==> src/rtl/av1_obu_pkg.sv <==
`default_nettype none
// ============================================================================
// Module      : av1_obu_pkg
// Description : Shared AV1 OBU types, parser FSM states and size constants.
// Revision    : 1.0 - initial release
// ============================================================================
package av1_obu_pkg;

    localparam int SIZE_W        = 56;
    localparam int MAX_LEB_BYTES = 8;

    typedef enum logic [3:0] {
        OBU_SEQUENCE_HEADER        = 4'd1,
        OBU_TEMPORAL_DELIMITER     = 4'd2,
        OBU_FRAME_HEADER           = 4'd3,
        OBU_TILE_GROUP             = 4'd4,
        OBU_METADATA               = 4'd5,
        OBU_FRAME                  = 4'd6,
        OBU_REDUNDANT_FRAME_HEADER = 4'd7,
        OBU_TILE_LIST              = 4'd8,
        OBU_PADDING                = 4'd15
    } obu_type_e;

    typedef enum logic [2:0] {
        ST_HDR     = 3'd0,
        ST_EXT     = 3'd1,
        ST_SIZE    = 3'd2,
        ST_PAYLOAD = 3'd3,
        ST_ERROR   = 3'd4
    } obu_state_e;

endpackage
`default_nettype wire

==> src/rtl/obu_header_parser_if.sv <==
`default_nettype none
// ============================================================================
// Module      : obu_header_parser_if
// Description : Byte stream with valid/ready handshake and end marker.
// Revision    : 1.0 - initial release
// ============================================================================
interface obu_header_parser_if;
    logic       valid;
    logic [7:0] data;
    logic       last;
    logic       ready;

    modport master (output valid, output data, output last, input  ready);
    modport slave  (input  valid, input  data, input  last, output ready);
endinterface
`default_nettype wire

==> src/rtl/obu_header_parser_leb128.sv <==
`default_nettype none
// ============================================================================
// Module      : leb128_parser
// Description : LEB128 obu_size decoder; data_out/done/overflow reflect the
//               byte currently presented, so the caller can act in that cycle.
// Revision    : 1.0 - initial release
// ============================================================================
module leb128_parser
    import av1_obu_pkg::*;
(
    input  logic              clk,
    input  logic              rst_n,
    input  logic              start,
    input  logic              valid,
    input  logic [7:0]        data,
    output logic [SIZE_W-1:0] data_out,
    output logic              done,
    output logic              overflow
);
    localparam int c_IDX_W = $clog2(MAX_LEB_BYTES);

    logic [SIZE_W-1:0]  r_acc;
    logic [c_IDX_W-1:0] r_idx;
    logic [SIZE_W-1:0]  w_base;
    logic [c_IDX_W-1:0] w_idx;
    logic [5:0]         w_shamt;

    // start substitutes a cleared accumulator so the first byte needs no extra cycle
    always_comb begin
        w_base   = start ? '0 : r_acc;
        w_idx    = start ? '0 : r_idx;
        w_shamt  = 6'(w_idx) * 6'd7;
        data_out = w_base | (SIZE_W'(data[6:0]) << w_shamt);
        done     = valid & ~data[7];
        overflow = valid & data[7] & (w_idx == c_IDX_W'(MAX_LEB_BYTES - 1));
    end

    always_ff @(posedge clk or negedge rst_n) begin
        if (!rst_n) begin
            r_acc <= '0;
            r_idx <= '0;
        end else if (valid) begin
            r_acc <= data_out;
            r_idx <= w_idx + c_IDX_W'(1);
        end
    end
endmodule
`default_nettype wire

==> src/rtl/obu_header_parser.sv <==
`default_nettype none
// ============================================================================
// Module      : obu_header_parser
// Description : Parses AV1 OBU headers and passes the payload through.
// Revision    : 1.0 - initial release
// ============================================================================
module obu_header_parser
    import av1_obu_pkg::*;
(
    input  logic                clk,
    input  logic                rst_n,
    obu_header_parser_if.slave  in_if,
    obu_header_parser_if.master pl_if,
    output logic                hdr_valid,
    output logic [3:0]          obu_type,
    output logic                has_ext,
    output logic                has_size,
    output logic [2:0]          temporal_id,
    output logic [1:0]          spatial_id,
    output logic [SIZE_W-1:0]   obu_size,
    output logic                err
);
    obu_state_e r_state, w_state_next;

    logic [3:0]        r_hdr_type;
    logic              r_hdr_ext, r_hdr_size;
    logic [2:0]        r_ext_tid;
    logic [1:0]        r_ext_sid;
    logic              r_leb_first;
    logic [SIZE_W-1:0] r_remaining;
    logic              r_hdr_valid, r_err;
    logic [3:0]        r_obu_type;
    logic              r_has_ext, r_has_size;
    logic [2:0]        r_temporal_id;
    logic [1:0]        r_spatial_id;
    logic [SIZE_W-1:0] r_obu_size;

    logic              w_in_ready, w_pl_valid, w_pl_last;
    logic              w_accept, w_publish, w_fault;
    logic              w_leb_valid, w_leb_done, w_leb_overflow;
    logic [SIZE_W-1:0] w_leb_size;
    logic [3:0]        w_pub_type;
    logic              w_pub_ext, w_pub_has_size;
    logic [2:0]        w_pub_tid;
    logic [1:0]        w_pub_sid;
    logic [SIZE_W-1:0] w_pub_size;

    assign w_leb_valid = (r_state == ST_SIZE) && in_if.valid;

    leb128_parser u_leb128 (
        .clk      (clk),
        .rst_n    (rst_n),
        .start    (r_leb_first),
        .valid    (w_leb_valid),
        .data     (in_if.data),
        .data_out (w_leb_size),
        .done     (w_leb_done),
        .overflow (w_leb_overflow)
    );

    always_ff @(posedge clk or negedge rst_n) begin
        if (!rst_n) r_state <= ST_HDR;
        else        r_state <= w_state_next;
    end

    always_comb begin
        w_state_next = r_state;
        w_in_ready   = 1'b0;
        w_pl_valid   = 1'b0;
        w_pl_last    = 1'b0;
        w_accept     = 1'b0;
        w_publish    = 1'b0;
        w_fault      = 1'b0;
        case (r_state)
            ST_HDR: begin
                w_in_ready = 1'b1;
                w_accept   = in_if.valid;
                if (w_accept) begin
                    if (in_if.data[7] || in_if.last) w_fault = 1'b1;
                    else if (in_if.data[2])          w_state_next = ST_EXT;
                    else if (in_if.data[1])          w_state_next = ST_SIZE;
                    else begin
                        w_publish    = 1'b1;
                        w_state_next = ST_PAYLOAD;
                    end
                end
            end
            ST_EXT: begin
                w_in_ready = 1'b1;
                w_accept   = in_if.valid;
                if (w_accept) begin
                    if (in_if.last)      w_fault = 1'b1;
                    else if (r_hdr_size) w_state_next = ST_SIZE;
                    else begin
                        w_publish    = 1'b1;
                        w_state_next = ST_PAYLOAD;
                    end
                end
            end
            ST_SIZE: begin
                w_in_ready = 1'b1;
                w_accept   = in_if.valid;
                if (w_accept) begin
                    if (in_if.last || w_leb_overflow) w_fault = 1'b1;
                    else if (w_leb_done) begin
                        w_publish    = 1'b1;
                        w_state_next = (w_leb_size == '0) ? ST_HDR : ST_PAYLOAD;
                    end
                end
            end
            ST_PAYLOAD: begin
                w_in_ready = pl_if.ready;
                w_pl_valid = in_if.valid;
                w_pl_last  = r_hdr_size ? (r_remaining == SIZE_W'(1)) : in_if.last;
                w_accept   = in_if.valid && pl_if.ready;
                if (w_accept) begin
                    if (r_hdr_size) begin
                        if (r_remaining == SIZE_W'(1)) w_state_next = ST_HDR;
                        else if (in_if.last)           w_fault = 1'b1;
                    end else if (in_if.last) begin
                        w_state_next = ST_HDR;
                    end
                end
            end
            ST_ERROR: begin
                w_state_next = ST_ERROR;
            end
            default: w_state_next = ST_ERROR;
        endcase
        if (w_fault) w_state_next = ST_ERROR;
    end

    // Field values published by whichever byte ends the header
    always_comb begin
        w_pub_type     = r_hdr_type;
        w_pub_ext      = r_hdr_ext;
        w_pub_has_size = r_hdr_size;
        w_pub_tid      = r_ext_tid;
        w_pub_sid      = r_ext_sid;
        w_pub_size     = '0;
        case (r_state)
            ST_HDR: begin
                w_pub_type     = in_if.data[6:3];
                w_pub_ext      = in_if.data[2];
                w_pub_has_size = in_if.data[1];
                w_pub_tid      = '0;
                w_pub_sid      = '0;
            end
            ST_EXT: begin
                w_pub_tid = in_if.data[7:5];
                w_pub_sid = in_if.data[4:3];
            end
            ST_SIZE: w_pub_size = w_leb_size;
            default: ;
        endcase
    end

    always_ff @(posedge clk or negedge rst_n) begin
        if (!rst_n) begin
            r_hdr_type    <= '0;
            r_hdr_ext     <= 1'b0;
            r_hdr_size    <= 1'b0;
            r_ext_tid     <= '0;
            r_ext_sid     <= '0;
            r_leb_first   <= 1'b0;
            r_remaining   <= '0;
            r_hdr_valid   <= 1'b0;
            r_err         <= 1'b0;
            r_obu_type    <= '0;
            r_has_ext     <= 1'b0;
            r_has_size    <= 1'b0;
            r_temporal_id <= '0;
            r_spatial_id  <= '0;
            r_obu_size    <= '0;
        end else begin
            r_hdr_valid <= w_publish;
            if (w_fault) r_err <= 1'b1;
            if (r_state == ST_HDR && w_accept) begin
                r_hdr_type <= in_if.data[6:3];
                r_hdr_ext  <= in_if.data[2];
                r_hdr_size <= in_if.data[1];
                r_ext_tid  <= '0;
                r_ext_sid  <= '0;
            end
            if (r_state == ST_EXT && w_accept) begin
                r_ext_tid <= in_if.data[7:5];
                r_ext_sid <= in_if.data[4:3];
            end
            if (w_state_next == ST_SIZE && r_state != ST_SIZE) r_leb_first <= 1'b1;
            else if (w_leb_valid)                               r_leb_first <= 1'b0;
            if (w_publish) begin
                r_obu_type    <= w_pub_type;
                r_has_ext     <= w_pub_ext;
                r_has_size    <= w_pub_has_size;
                r_temporal_id <= w_pub_tid;
                r_spatial_id  <= w_pub_sid;
                r_obu_size    <= w_pub_size;
                r_remaining   <= w_pub_size;
            end else if (r_state == ST_PAYLOAD && w_accept && r_hdr_size) begin
                r_remaining <= r_remaining - SIZE_W'(1);
            end
        end
    end

    assign in_if.ready = w_in_ready;
    assign pl_if.valid = w_pl_valid;
    assign pl_if.data  = in_if.data;
    assign pl_if.last  = w_pl_last;
    assign hdr_valid   = r_hdr_valid;
    assign obu_type    = r_obu_type;
    assign has_ext     = r_has_ext;
    assign has_size    = r_has_size;
    assign temporal_id = r_temporal_id;
    assign spatial_id  = r_spatial_id;
    assign obu_size    = r_obu_size;
    assign err         = r_err;
endmodule
`default_nettype wire

==> src/flat_wrapper.sv <==
// flat-port wrapper written by rule: the top's interface ports become plain ports
module obu_header_parser_flat import av1_obu_pkg::*;
  (clk, rst_n, hdr_valid, obu_type, has_ext, has_size, temporal_id, spatial_id, obu_size, err, in_if_valid, in_if_data, in_if_last, in_if_ready, pl_if_valid, pl_if_data, pl_if_last, pl_if_ready);
  obu_header_parser_if in_if_i ();
  obu_header_parser_if pl_if_i ();
  input  logic clk;
  input  logic rst_n;
  output logic hdr_valid;
  output logic [3:0] obu_type;
  output logic has_ext;
  output logic has_size;
  output logic [2:0] temporal_id;
  output logic [1:0] spatial_id;
  output logic [SIZE_W-1:0] obu_size;
  output logic err;
  input wire logic [$bits(in_if_i.valid)-1:0] in_if_valid;
  input wire logic [$bits(in_if_i.data)-1:0] in_if_data;
  input wire logic [$bits(in_if_i.last)-1:0] in_if_last;
  output wire logic [$bits(in_if_i.ready)-1:0] in_if_ready;
  output wire logic [$bits(pl_if_i.valid)-1:0] pl_if_valid;
  output wire logic [$bits(pl_if_i.data)-1:0] pl_if_data;
  output wire logic [$bits(pl_if_i.last)-1:0] pl_if_last;
  input wire logic [$bits(pl_if_i.ready)-1:0] pl_if_ready;
  assign in_if_i.valid = in_if_valid;
  assign in_if_i.data = in_if_data;
  assign in_if_i.last = in_if_last;
  assign in_if_ready = in_if_i.ready;
  assign pl_if_valid = pl_if_i.valid;
  assign pl_if_data = pl_if_i.data;
  assign pl_if_last = pl_if_i.last;
  assign pl_if_i.ready = pl_if_ready;
  obu_header_parser u_core (.clk(clk), .rst_n(rst_n), .in_if(in_if_i), .pl_if(pl_if_i), .hdr_valid(hdr_valid), .obu_type(obu_type), .has_ext(has_ext), .has_size(has_size), .temporal_id(temporal_id), .spatial_id(spatial_id), .obu_size(obu_size), .err(err));
endmodule
==> config.mk <==
export PLATFORM = sky130hd
export DESIGN_NAME = obu_header_parser_flat
export DESIGN_NICKNAME = d
export VERILOG_FILES = /design/src/rtl/av1_obu_pkg.sv /design/src/rtl/obu_header_parser_if.sv /design/src/rtl/obu_header_parser_leb128.sv /design/src/rtl/obu_header_parser.sv /design/src/flat_wrapper.sv
export SDC_FILE = /design/constraint.sdc
export NUM_CORES = 1
export LEC_CHECK = 0
export CORE_MARGIN = 10
export CORE_UTILIZATION = 45
export CTS_CLUSTER_SIZE = 25
export DETAILED_ROUTE_END_ITERATION = 10
export PLACE_DENSITY = 0.7
export SKIP_CTS_REPAIR_TIMING = 1
export SLEW_MARGIN = 20
export SYNTH_ARGS = -nofsm -noshare
export SYNTH_HDL_FRONTEND = slang
export SYNTH_SLANG_ARGS = --single-unit
export TNS_END_PERCENT = 5
==> constraint.sdc <==
create_clock -name clk -period 3.2 [get_ports clk]
set_input_delay 0.32 -clock clk [delete_from_list [all_inputs] [get_ports clk]]
set_output_delay 0.32 -clock clk [all_outputs]
set_load 0.005 [all_outputs]
==> results.toml <==
[run_status]
status = "finished with violations"
violations = "hold timing"

[synth]
synth_nets = 1132
muxShareOfSynthArea = 0.0145
ys_types = 72
synth_edf_count = 0
synth_compound_area_frac = 0.224
synth_top_area_cell = "dfrtp_1"
synth_top_family_by_area = "simple AND/OR/NAND/NOR gates"
yosys.area_share.adder = 0.00366
synth_area_um2 = 10200
synthSimpleGateAreaFrac = 0.228
synthTopCellsByArea = "dfrtp_1 (49%), nand2_1 (5.8%), nor2_1 (4.2%)"
syn_area_per_cell_um2 = 9.18
synthXorXnorAreaFrac = 0
ys_warn_count = 0
synth_seq_area_share = 0.486
netlist.area_leader.share = 0.486
async_flop_share = 1.00
syn_inst = 1116
synth_seq_cells = 199
synthFlopType = "dfrtp_1"

[sta]
max_clock_freq_mhz = 328
final.period_utilization = 0.953
setup_viol = 0
period_needed_ns = 3.05
rsz0062_at_grt = "false"
slew_viol_final = 0
setup_slack_ns = 0.152
finalHoldViolCount = 16
skew_ns = 0.0134
tightestPinTransition_ns = 0.839
setup_tns_ns = 0
slew-limit-headroom = 0.441
whs_ns = -0.0117

[setup_path]
cp_max_fo = 5
critPathCaptureType = "output port"
critical_path_required_ns = 2.88
setup.worst_path.class = "reg2out"
crit_path_top_delay_cell = "or4_4"
worstRegToRegCells = 6
critPathTopFamily = "simple AND/OR/NAND/NOR gates"
start_kind = "flop"
worst-path-buf-inv = 1
crit_arrival_ns = 2.73
cpPeakStageDelay_ns = 0.57
cp_num_cells = 7
worstPathCellList = "or4_4 -> nor4b_4 -> and3b_2 -> and4b_2 -> mux2i_1 -> nor3_1 -> dlymetal6s2s_1"

[detailed_routing]
viasPerCell = 6.17
postRouteAntennaNets = 0
routed_wl_mm = 30.1
drt_pre_antenna_iters = 6
drt_iter0_drc = 959
post_drt_wl_per_cell_um = 20.4
drc_errors = 0
vias = 9128

[cells_and_area]
area_delta_synth_final_pct = 18.7
final_cell_mix = "dfrtp_1 (199), nand2_1 (157), nor2_1 (114)"
drive_gt1_frac = 0.112
n_fill_cell = 1969
fin_util = 0.540
final_common_cell = "dfrtp_1"
final_cell_area_um2 = 12200
antenna_cells = 0
final_cells = 1479
fin_nets = 1197

[cts]
cts_buffers = 17
clk_pin_slew_ns = 0.08
htreeDepth = 4
tritoncts = "yes"
worstSkewPairLatency_ns = 0.45
clock-sinks = 199
clockRootBuffer = "clkbuf_16"
clk_path_buf_depth = 2

[global_routing]
grt_use_total = 0.210
grt_pass1_wl_mm = 49.1
grt_start_max_net_pins = 101
antenna_found_initial = 0
grt_pass1_vias = 8891
grt_overflow_total = 0

[run]
max_cap_violations = 0

[placed_design]
port_buffers = 92
placedInstanceArea_um2 = 11600
placed_cells = 1447
gp_congestion = 0.905
hpwl_mm = 20.9
dp_slack_ns = 0.160

[power]
irDropWorstVdd_v = 0.000286
p_per_area_nw_per_um2 = 403
leakage_uw = 0.00556

[floorplan]
row_count = 55
boundaryPins = 93
core_area_um2 = 22500
start_util = 0.455
die_area_um2 = 29200
die_w_um = 171
die_y_um = 171

[hold_path]
holdCritPathClass = "in2async"
## power by group
group / leakage, uW / internal, uW / switching (uW) / total (uW)
clock network: 0.000268 / 1030 / 1070 / 2100
registers: 0.00274 / 2540 / 23.5 / 2560
logic: 0.00256 / 90.5 / 154 / 244
## layer usage
metal  global-route usage  up-vias  share of wire
li1                     -     4189              -
met1                0.281     4463           0.43
met2                0.331      412           0.47
met3               0.0376       64          0.074
met4               0.0854        0          0.031
met5                    0        -              0
## sequential cells by signal, indices dropped and copies added (netlist names), 3 cells and up
register	count
u_core.obu_type	4
u_core.obu_size	56
u_core.r_state	3
u_core.r_hdr_type	4
u_core.u_leb128.r_idx	3
u_core.temporal_id	3
u_core.r_remaining	56
u_core.r_ext_tid	3
u_core.u_leb128.r_acc	56
## synthesized netlist by cell type, types with 4 or more instances
| master | number |
|---|---|
| buf_2 | 10 |
| a31oi_1 | 18 |
| a21o_1 | 35 |
| nor3b_1 | 6 |
| o22a_1 | 21 |
| and4_1 | 4 |
| nor4b_2 | 4 |
| and3_1 | 9 |
| buf_4 | 9 |
| o21ai_0 | 59 |
| inv_1 | 9 |
| or3_1 | 6 |
| dfrtp_1 | 199 |
| nor4_1 | 23 |
| a22o_1 | 40 |
| a21oi_1 | 76 |
| a41oi_1 | 5 |
| or2_2 | 16 |
| and4b_1 | 7 |
| nand2_1 | 157 |
| clkbuf_1 | 75 |
| mux2_2 | 7 |
| nand3_1 | 24 |
| nand4_1 | 11 |
| nor2_1 | 114 |
| mux2i_1 | 7 |
| o22ai_1 | 9 |
| a22oi_1 | 36 |
| nand2b_1 | 4 |
| o31ai_1 | 10 |
| nor3_1 | 23 |
| and2_1 | 7 |
| nor2b_1 | 5 |
## logic make-up (layout without fill, tap and decap cells)
logic type / after synthesis / after routing
fa+ha+maj: 3 / 3
flops: 199 / 199
simple gates: 453 / 453
buf+inv: 107 / 185
compound gates: 340 / 340
mux: 14 / 14
## area by class of cell
cell class                 count  area [um2]  area share
timing repair buffer         143        1370       0.113
sequential                   199        4980       0.409
inverter                      10        37.5     0.00309
clock inverter                15         140      0.0115
tap                          285         357      0.0293
multi-input combinational    810        4850       0.399
clock buffer                  17         425      0.0350
## through the flow
step	hold slack, ns	power (uW)
after global routing	0.0486	5080
after floorplan	0.0244	2710
after global placement	0.459	2850
after detailed placement	0.462	2850
final	-0.0117	4910
after CTS	0.0149	4950
## worst paths after layout
kind                                     endpoint                    from  slack, ns
max in group asynchronous  u_core.r_remaining[55]                   rst_n       2.41
setup reg to reg           u_core.r_remaining[53]   u_core.r_remaining[6]       0.45
hold / removal                   u_core.hdr_valid                   rst_n      -0.01
hold reg to reg               u_core.obu_size[52]     u_core.obu_size[52]       0.48
min in group clk              u_core.obu_size[52]     u_core.obu_size[52]       0.48
setup / recovery                       pl_if_last  u_core.r_remaining[41]       0.15
No activity file was read; power rests on OpenSTA's default activity.
